## config.mk

```make
export PLATFORM = sky130hd
export DESIGN_NAME = multiplier_arbiter_flat
export DESIGN_NICKNAME = d
export VERILOG_FILES = /design/src/rtl/multiplier_arbiter_pkg.sv /design/src/rtl/multiplier_arbiter_if.sv /design/src/rtl/multiplier_arbiter_rr_picker.sv /design/src/rtl/multiplier_arbiter.sv /design/src/flat_wrapper.sv
export SDC_FILE = /design/constraint.sdc
export NUM_CORES = 1
export LEC_CHECK = 0
export CAP_MARGIN = 20
export CORE_MARGIN = 3
export CORE_UTILIZATION = 40
export DETAILED_ROUTE_END_ITERATION = 7
export PLACE_DENSITY_LB_ADDON = 0.25
export SYNTH_ARGS = -nofsm -noshare
export SYNTH_HDL_FRONTEND = slang
export SYNTH_HIERARCHICAL = 1
export SYNTH_SLANG_ARGS = --single-unit
```

## constraint.sdc

```tcl
create_clock -name clk -period 2.4 [get_ports clk]
set_input_delay 0.24 -clock clk [delete_from_list [all_inputs] [get_ports clk]]
set_output_delay 0.24 -clock clk [all_outputs]
set_load 0.02 [all_outputs]
```

## src/rtl/multiplier_arbiter_pkg.sv

```systemverilog
// mult_arb_pkg: shared FSM encodings and width helpers for the multiplier arbiter
package mult_arb_pkg;
  localparam int STATE_W = 3;
  typedef enum logic [STATE_W-1:0] {
    S_IDLE    = 3'd0,
    S_LAUNCH  = 3'd1,
    S_WAIT    = 3'd2,
    S_CAPTURE = 3'd3,
    S_RESPOND = 3'd4
  } state_t;
  function automatic int prod_w(input int width);
    return 2 * width;
  endfunction
endpackage

```

## src/rtl/multiplier_arbiter_if.sv

```systemverilog
// multiplier_arbiter_if: client request/response bus plus multiplier control/datapath links
// master: clients and multiplier (drive req*, mult_done, mult_product); slave: the arbiter
interface multiplier_arbiter_if
  import mult_arb_pkg::*;
#(
  parameter int WIDTH   = 4,
  parameter int NUM_REQ = 4
);
  localparam int PROD_W = prod_w(WIDTH);
  logic [NUM_REQ-1:0]       req;
  logic [NUM_REQ*WIDTH-1:0] req_a;
  logic [NUM_REQ*WIDTH-1:0] req_b;
  logic [NUM_REQ-1:0]       ack;
  logic [NUM_REQ-1:0]       resp_valid;
  logic                     resp_err;
  logic [PROD_W-1:0]        resp_product;
  logic                     busy;
  logic                     mult_start;
  logic                     mult_clear;
  logic [WIDTH-1:0]         mult_md;
  logic [WIDTH-1:0]         mult_mr;
  logic                     mult_done;
  logic [PROD_W-1:0]        mult_product;
  modport master (
    output req, req_a, req_b, mult_done, mult_product,
    input  ack, resp_valid, resp_err, resp_product, busy, mult_start, mult_clear, mult_md, mult_mr
  );
  modport slave (
    input  req, req_a, req_b, mult_done, mult_product,
    output ack, resp_valid, resp_err, resp_product, busy, mult_start, mult_clear, mult_md, mult_mr
  );
endinterface

```

## src/rtl/multiplier_arbiter_rr_picker.sv

```systemverilog
// rr_picker: rotate-priority encoder, searching from ptr_i+1 upward with wrap
// req_i: request levels; ptr_i: last winner; any_o: some request set; idx_o: winner index
module rr_picker #(
  parameter int NUM_REQ = 4,
  localparam int IW = $clog2(NUM_REQ)
) (
  input  logic [NUM_REQ-1:0] req_i,
  input  logic [IW-1:0]      ptr_i,
  output logic               any_o,
  output logic [IW-1:0]      idx_o
);
  logic [IW-1:0] j;
  always_comb begin
    any_o = 1'b0;
    idx_o = '0;
    j = '0;
    for (int k = 1; k <= NUM_REQ; k++) begin
      j = IW'((int'(ptr_i) + k) % NUM_REQ);
      if (!any_o && req_i[j]) begin
        any_o = 1'b1;
        idx_o = j;
      end
    end
  end
endmodule

```

## src/rtl/multiplier_arbiter.sv

```systemverilog
// multiplier_arbiter: round-robin sharing of one shift-add multiplier among NUM_REQ clients
// clk/rst: clock and synchronous active-low reset; bus: client req/ack/resp and multiplier links
module multiplier_arbiter
  import mult_arb_pkg::*;
#(
  parameter int WIDTH   = 4,
  parameter int NUM_REQ = 4,
  parameter int TIMEOUT = 64
) (
  input logic clk,
  input logic rst,
  multiplier_arbiter_if.slave bus
);
  localparam int IW = $clog2(NUM_REQ);
  localparam int CW = $clog2(TIMEOUT + 2);
  localparam int PW = prod_w(WIDTH);
  state_t state_q, state_d;
  logic [IW-1:0] win_q, ptr_q, pick;
  logic any, err_q, timeout;
  logic [CW-1:0] cnt_q;
  logic [WIDTH-1:0] md_q, mr_q;
  logic [PW-1:0] prod_q;
  logic [NUM_REQ-1:0] win_oh;
  rr_picker #(.NUM_REQ(NUM_REQ)) u_pick (.req_i(bus.req), .ptr_i(ptr_q), .any_o(any), .idx_o(pick));
  // WAIT lasts at most TIMEOUT+1 cycles, so an aborted response lands TIMEOUT+2 after ack
  assign timeout = cnt_q == CW'(TIMEOUT);
  assign win_oh = NUM_REQ'(1) << win_q;
  always_comb begin
    state_d = state_q == S_IDLE    ? (any ? S_LAUNCH : S_IDLE) :
              state_q == S_LAUNCH  ? S_WAIT :
              state_q == S_WAIT    ? (bus.mult_done ? S_CAPTURE : timeout ? S_RESPOND : S_WAIT) :
              state_q == S_CAPTURE ? S_RESPOND : S_IDLE;
  end
  assign bus.ack          = state_q == S_LAUNCH ? win_oh : '0;
  assign bus.mult_start   = state_q == S_LAUNCH;
  assign bus.resp_valid   = state_q == S_RESPOND ? win_oh : '0;
  assign bus.resp_err     = state_q == S_RESPOND && err_q;
  assign bus.mult_clear   = state_q == S_RESPOND && err_q;
  assign bus.resp_product = prod_q;
  assign bus.busy         = state_q != S_IDLE;
  assign bus.mult_md      = md_q;
  assign bus.mult_mr      = mr_q;
  always_ff @(posedge clk) begin
    if (!rst) begin
      state_q <= S_IDLE;
      ptr_q   <= IW'(NUM_REQ - 1);
      win_q   <= '0;
      md_q    <= '0;
      mr_q    <= '0;
      cnt_q   <= '0;
      err_q   <= 1'b0;
      prod_q  <= '0;
    end else begin
      state_q <= state_d;
      cnt_q   <= state_q == S_WAIT ? cnt_q + 1'b1 : '0;
      if (state_q == S_IDLE && any) begin
        win_q <= pick;
        ptr_q <= pick;
        md_q  <= bus.req_a[int'(pick)*WIDTH +: WIDTH];
        mr_q  <= bus.req_b[int'(pick)*WIDTH +: WIDTH];
        err_q <= 1'b0;
      end
      if (state_q == S_WAIT && !bus.mult_done && timeout) begin
        err_q  <= 1'b1;
        prod_q <= '0;
      end
      // the multiplier's last shift lands on the edge leaving its done state
      if (state_q == S_CAPTURE) prod_q <= bus.mult_product;
    end
  end
endmodule

```

## src/flat_wrapper.sv

```systemverilog
// flat-port wrapper written by rule: the top's interface ports become plain ports
module multiplier_arbiter_flat import mult_arb_pkg::*;
#(
  parameter int WIDTH   = 4,
  parameter int NUM_REQ = 4,
  parameter int TIMEOUT = 64
)
  (clk, rst, bus_req, bus_req_a, bus_req_b, bus_mult_done, bus_mult_product, bus_ack, bus_resp_valid, bus_resp_err, bus_resp_product, bus_busy, bus_mult_start, bus_mult_clear, bus_mult_md, bus_mult_mr);
  multiplier_arbiter_if #(.WIDTH(WIDTH), .NUM_REQ(NUM_REQ)) bus_i ();
  input logic clk;
  input logic rst;
  input wire logic [$bits(bus_i.req)-1:0] bus_req;
  input wire logic [$bits(bus_i.req_a)-1:0] bus_req_a;
  input wire logic [$bits(bus_i.req_b)-1:0] bus_req_b;
  input wire logic [$bits(bus_i.mult_done)-1:0] bus_mult_done;
  input wire logic [$bits(bus_i.mult_product)-1:0] bus_mult_product;
  output wire logic [$bits(bus_i.ack)-1:0] bus_ack;
  output wire logic [$bits(bus_i.resp_valid)-1:0] bus_resp_valid;
  output wire logic [$bits(bus_i.resp_err)-1:0] bus_resp_err;
  output wire logic [$bits(bus_i.resp_product)-1:0] bus_resp_product;
  output wire logic [$bits(bus_i.busy)-1:0] bus_busy;
  output wire logic [$bits(bus_i.mult_start)-1:0] bus_mult_start;
  output wire logic [$bits(bus_i.mult_clear)-1:0] bus_mult_clear;
  output wire logic [$bits(bus_i.mult_md)-1:0] bus_mult_md;
  output wire logic [$bits(bus_i.mult_mr)-1:0] bus_mult_mr;
  assign bus_i.req = bus_req;
  assign bus_i.req_a = bus_req_a;
  assign bus_i.req_b = bus_req_b;
  assign bus_i.mult_done = bus_mult_done;
  assign bus_i.mult_product = bus_mult_product;
  assign bus_ack = bus_i.ack;
  assign bus_resp_valid = bus_i.resp_valid;
  assign bus_resp_err = bus_i.resp_err;
  assign bus_resp_product = bus_i.resp_product;
  assign bus_busy = bus_i.busy;
  assign bus_mult_start = bus_i.mult_start;
  assign bus_mult_clear = bus_i.mult_clear;
  assign bus_mult_md = bus_i.mult_md;
  assign bus_mult_mr = bus_i.mult_mr;
  multiplier_arbiter #(.WIDTH(WIDTH), .NUM_REQ(NUM_REQ), .TIMEOUT(TIMEOUT)) u_core (.clk(clk), .rst(rst), .bus(bus_i));
endmodule
```

# Word-level counts from Yosys, hierarchy flattened
# Cells that the tools add are included.
# op_classes
n_shift	3
n_eq_ne	5
bitwise_logic	0
reduce_logical	16
div	0
n_mul	0
magnitude_cmp	4
mux	29
add_sub_neg	5
# ops
cell	n
16-bit by 5-bit indexed part select with 4-bit output	2
3-bit two-way mux	6
8-bit two-way mux	2
2-bit by 3-bit < comparator with 1-bit output, second input constant	4
1-bit two-way mux	11
1-bit binary-select mux with 2-bit select	4
2-bit two-way mux	4
4-bit two-way mux	2
7-bit by 1-bit adder with 7-bit output, second input constant	1
7-bit equality test, second input constant	1
1-bit logical AND	7
3-bit by 2-bit equality test with 1-bit output, second input constant	2
2-bit by 1-bit adder with 2-bit output, second input constant	2
2-bit adder, second input constant	2
1-bit logical NOT	4
2-bit nonzero test	2
1-bit by 2-bit left shift with 4-bit output, first input constant	1
3-bit by 1-bit equality test with 1-bit output, second input constant	1
3-bit equality test, second input constant	1
3-bit logical NOT	1
3-bit nonzero test	1
2-bit AND reduction	1
# word_totals
wordCells	70
in_bits	47
mem_bits_rw	0
rom_bits	0
mem_count	0
latchBits	0
ff_bits	31

# Longest topological paths before layout
# logic_depth
word_depth	16
ltp_mapped	6
mapped_depth_nobuf	5

# Cells and area by module
# The synthesis kept the hierarchy.
# by_module_without_submodules
module	cells_each	area_per_inst_um2	seq_area_each_um2	n_inst
multiplier_arbiter	143	1460.2	620.6	1
rr_picker	14	91.3	0.0	1

# Least setup slack after synthesis
# Ideal clock, no wire load.
# synth_path
path_kind	flip-flop to flip-flop
startpoint	register u_core.ptr_q[1]
endpoint	register u_core.md_q[3] (netlist: u_core/bus.mult_md[3])
path_stages_with_launch	7
path_buffers	1
required_time_ns	2.283
t_arrival_ns	1.627
setup_ns	0.117
slack_ns	0.656
cell_sequence	dfxtp_1 -> nand2b_1 -> a21oi_2 -> o221ai_2 -> buf_2 -> mux4_2 -> o2bb2ai_1
# synth_via
elab_chain_cells	14
word_cells_on_any_way	28
classes_between	4 x add/sub; 1 x shift; 16 x mux; 7 x reduce/logical
# synth_rtl
item	line_no	text
from (decl)	multiplier_arbiter.sv:18	logic [IW-1:0] win_q, ptr_q, pick;
from (signal assigned)	multiplier_arbiter.sv:46	ptr_q <= IW'(NUM_REQ - 1);
from (signal assigned)	multiplier_arbiter.sv:58	ptr_q <= pick;
2-bit by 1-bit adder with 2-bit output	multiplier_arbiter_rr_picker.sv:18	j = IW'((int'(ptr_i) + k) % NUM_REQ);
1-bit binary-select mux with 2-bit select	multiplier_arbiter_rr_picker.sv:19	if (!any_o && req_i[j]) begin
1-bit two-way mux (not written as such)	multiplier_arbiter_rr_picker.sv:19	
1-bit two-way mux	multiplier_arbiter_rr_picker.sv:19	
1-bit logical NOT	multiplier_arbiter_rr_picker.sv:19	
1-bit logical AND	multiplier_arbiter_rr_picker.sv:19	
1-bit two-way mux	multiplier_arbiter_rr_picker.sv:19	
1-bit logical NOT	multiplier_arbiter_rr_picker.sv:19	
1-bit logical AND	multiplier_arbiter_rr_picker.sv:19	
1-bit two-way mux	multiplier_arbiter_rr_picker.sv:19	
1-bit logical NOT	multiplier_arbiter_rr_picker.sv:19	
1-bit logical AND	multiplier_arbiter_rr_picker.sv:19	
2-bit two-way mux *	multiplier_arbiter_rr_picker.sv:19	
net u_core.pick[0]	multiplier_arbiter.sv:18	
16-bit by 5-bit indexed part select with 4-bit output *	multiplier_arbiter.sv:59	md_q <= bus.req_a[int'(pick)*WIDTH +: WIDTH];
to (signal assigned)	multiplier_arbiter.sv:59	
to (decl)	multiplier_arbiter.sv:21	logic [WIDTH-1:0] md_q, mr_q;
# The timed path passes the listed nets; every way through them passes the cells marked *. The select of a mux whose other input is x is not followed.
# A chain may end at the register's enable or synchronous reset.

# Final worst setup path
# layout_path
startpoint	register u_core.state_q[2]
endpoint	output bus_ack[0]
# layout_via
elab_chain_cells	2
# layout_rtl
item	line_no	text
from (decl)	multiplier_arbiter.sv:17	state_t state_q, state_d;
from (signal assigned)	multiplier_arbiter.sv:54	state_q <= state_d;
3-bit by 1-bit equality test with 1-bit output	multiplier_arbiter.sv:34	assign bus.ack = state_q == S_LAUNCH ? win_oh : '0;
4-bit two-way mux	multiplier_arbiter.sv:34	
to (decl)	flat_wrapper.sv:17	output wire logic [$bits(bus_i.ack)-1:0] bus_ack;
# Every way passes these cells.

==> run summary <==
Final Hold Vio Count: 0
post-layout min period: 2134 ps
Vias/cell: 5.079
count leader, synth: dfxtp_1
Yosys reg bits: 31
I/O pin count: 75
largest net degree at the start of global routing: 19
crit-path cells: nand2b_1, nand2b_1, nor3_1, clkdlybuf4s50_1
Synth top cells by count: dfxtp_1, nand2_1, nor2_1
yosys warns: 6
cts hold-fix bufs: 0
Fillers: 323
final period utilization: 88.90%
root buf cell: clkbuf_8
critical path capture point type: output port
Area Overhead vs Synth: 55.16%
most used cell, CP: nand2b_1
die height: 68.28 µm
Post-synth EDFFs: 0
Final nets: 282
Peak Freq: 0.4687 GHz
Avg Cell Area, Syn: 9.882 µm²
Post-synth ARST share: 0%
Max VDD drop: 0.3402 mV
RD Place Congestion: 0.7555
Slowest cell on crit path: clkdlybuf4s50_1
Critical Path Start: u_core/state_q[2]
Synth Instances: 157
die area: 0.004662 mm²
max_cap viols: 0
WS Path Type: reg2out
routed wire length: 3705 µm
worst hold start: u_core/err_q
top cell type's share of synthesized area: 40.00%
worst min-delay path class: reg2reg
placed instance area: 0.002335 mm²
crit path launch type: flip-flop
Slew Limit Fails: 0
Worst Tran Pin Value: 805.6 ps
DP Worst Slack: 163.2 ps
LEAKAGE: 0.0008702 µW
cell area power density: 599.1 mW/mm²
final-report setup violation count: 0
sequential fraction of the synthesis area: 40.00%
DRC violations left: 0
Mapped Nets: 206
H-Tree Depth: 2
CP arrival: 1890 ps
Skew-Pair Late Insertion Delay: 270 ps
first-pass GRT wire length: 6023 µm
Sum Neg Setup Slack: 0 ps
total power: 1442 µW
Resize count post-CTS: 0
Setup Buffers After CTS: 0
initial antenna violation count: 0
largest cells by area after synthesis: dfxtp_1, mux4_2, nand2_1, a32o_1, o2bb2ai_1
Initial DRT Pass Iterations: 4
hpwl dp: 2982 µm
share of cells above drive strength 1: 10.34%
Rows: 22
relative slew slack: 46.29%
overall routing resource usage: 17.50%
status: finished, final reports clean
Clock Skew: 4.697 ps
drt wl/cell: 13.23 µm
Reg clk slew, reported paths: 60 ps
max incr delay on CP: 630 ps
worst flop-to-flop path startpoint: u_core/ptr_q[1]
via count: 1422
Synth cell types: 35
Final WS setup: 266.4 ps
Routed Antenna Nets: 0
Num CTS Buffers: 5
effective utilization at floorplan: 42.06%
multi-input logic area: 872.1 µm²
gr ovfl total: 0
RSZ-0062 raised after global routing: no
ant diodes: 0
DR iter-0 viols: 49
leading area contributor after synthesis: dfxtp_1
vias in the first global route: 1375
TritonCTS Sinks: 31
CTS tree: built
Data required, critical path: 2160 ps
maximum clock path buffer count: 2
CP Max Fanout: 8
top_reg_cell synth: dfxtp_1
final core utilization: 65.26%
die width: 68.28 µm
Storage cell area: 620.6 µm²
Port Buf Inserts: 74
Core Region: 0.003689 mm²
cell area after synthesis: 0.001551 mm²
fin area: 0.002407 mm²
flip-flops by register name, summed over array words and instances (netlist names):
name,count
u_core/ptr_q,2
u_core/state_q,3
u_core/bus.resp_product,8
u_core/cnt_q,7
u_core/bus.mult_mr,4
u_core/err_q,1
u_core/bus.mult_md,4
u_core/win_q,2
power by group:
part | internal (µW) | leakage, µW | switching, µW
Sequential | 564 | 0.000253 | 44.2
Clock | 193 | 0.0000371 | 173
Combinational | 263 | 0.000580 | 204
per-stage QoR:
| step | hold WS [ps] | instances |
|---|---|---|
| after floorplan | 365.8 | 157 |
| after global placement | 441.7 | 274 |
| after detailed placement | 448.2 | 274 |
| after CTS | 458.6 | 280 |
| after global routing | 477.1 | 280 |
| final | 453.3 | 280 |
layout make-up:
class,count,share of cell area (%)
inverter,5,0.7796
sequential,31,25.78
tap,48,2.495
clock buffer,6,3.015
timing repair buffer,77,31.70
multi-input combinational,113,36.23
worst max-delay path: cells and delay by family, from the launching register on:
| kind | cells | cell delay (ps) |
|---|---|---|
| flops | 1 | 380 |
| simple gates | 3 | 600 |
| buf+inv | 1 | 630 |
worst paths after layout:
path,cells past startpoint,endpoint,slack (ps)
min reg2reg,2,u_core/err_q,450
max,4,bus_ack[0],270
min,2,u_core/err_q,450
max reg2reg,5,u_core/bus.mult_md[0],520
cell families (layout without fill, tap and decap cells):
kind of cell / Yosys count / count (layout) / synth area share [%]
DFF: 31 / 31 / 40.00
muxes: 10 / 10 / 12.90
and+or+nand+nor: 67 / 67 / 23.63
buffers and inverters: 13 / 88 / 3.791
AOI/OAI and AO/OA: 31 / 31 / 16.37
xor gates and xnor gates: 3 / 3 / 1.694
adders and majority gates: 2 / 2 / 1.613
routing by layer:
layer  vias up  share of wire, %  GRT usage [%]
met5         -                 0              0
met4         0               1.8          8.189
met3         5               6.9          5.911
met2        49                51          29.72
met1       648                40          19.57
li1        720                 -              -
layout by cell type, fill, tap and decap left out:
cell	Yosys	final
nor4b_2	1	1
mux2i_1	2	2
o2bb2ai_1	8	8
or4b_4	1	1
nor3b_2	1	1
o221ai_2	1	1
a21oi_2	1	1
clkbuf_1	2	1
buf_4	1	3
a22o_1	1	1
a32o_1	8	8
nor4b_4	1	1
nor2_2	1	1
xor2_1	2	2
clkbuf_8	0	5
xnor2_1	1	1
nor3_1	4	4
and2b_1	1	1
a31oi_1	1	1
o21a_1	1	1
or3_1	2	2
nand2_1	24	24
mux4_2	8	8
nor2_1	15	15
inv_1	5	5
nand2b_1	7	7
a21boi_1	3	3
a21oi_1	5	5
ha_1	2	2
nand4_4	1	1
and2_1	2	2
nand3_1	5	5
and3_1	1	1
dfxtp_1	31	31
clkdlybuf4s50_1	0	74
o21ai_0	2	2
(Power assumes the default switching activity.)
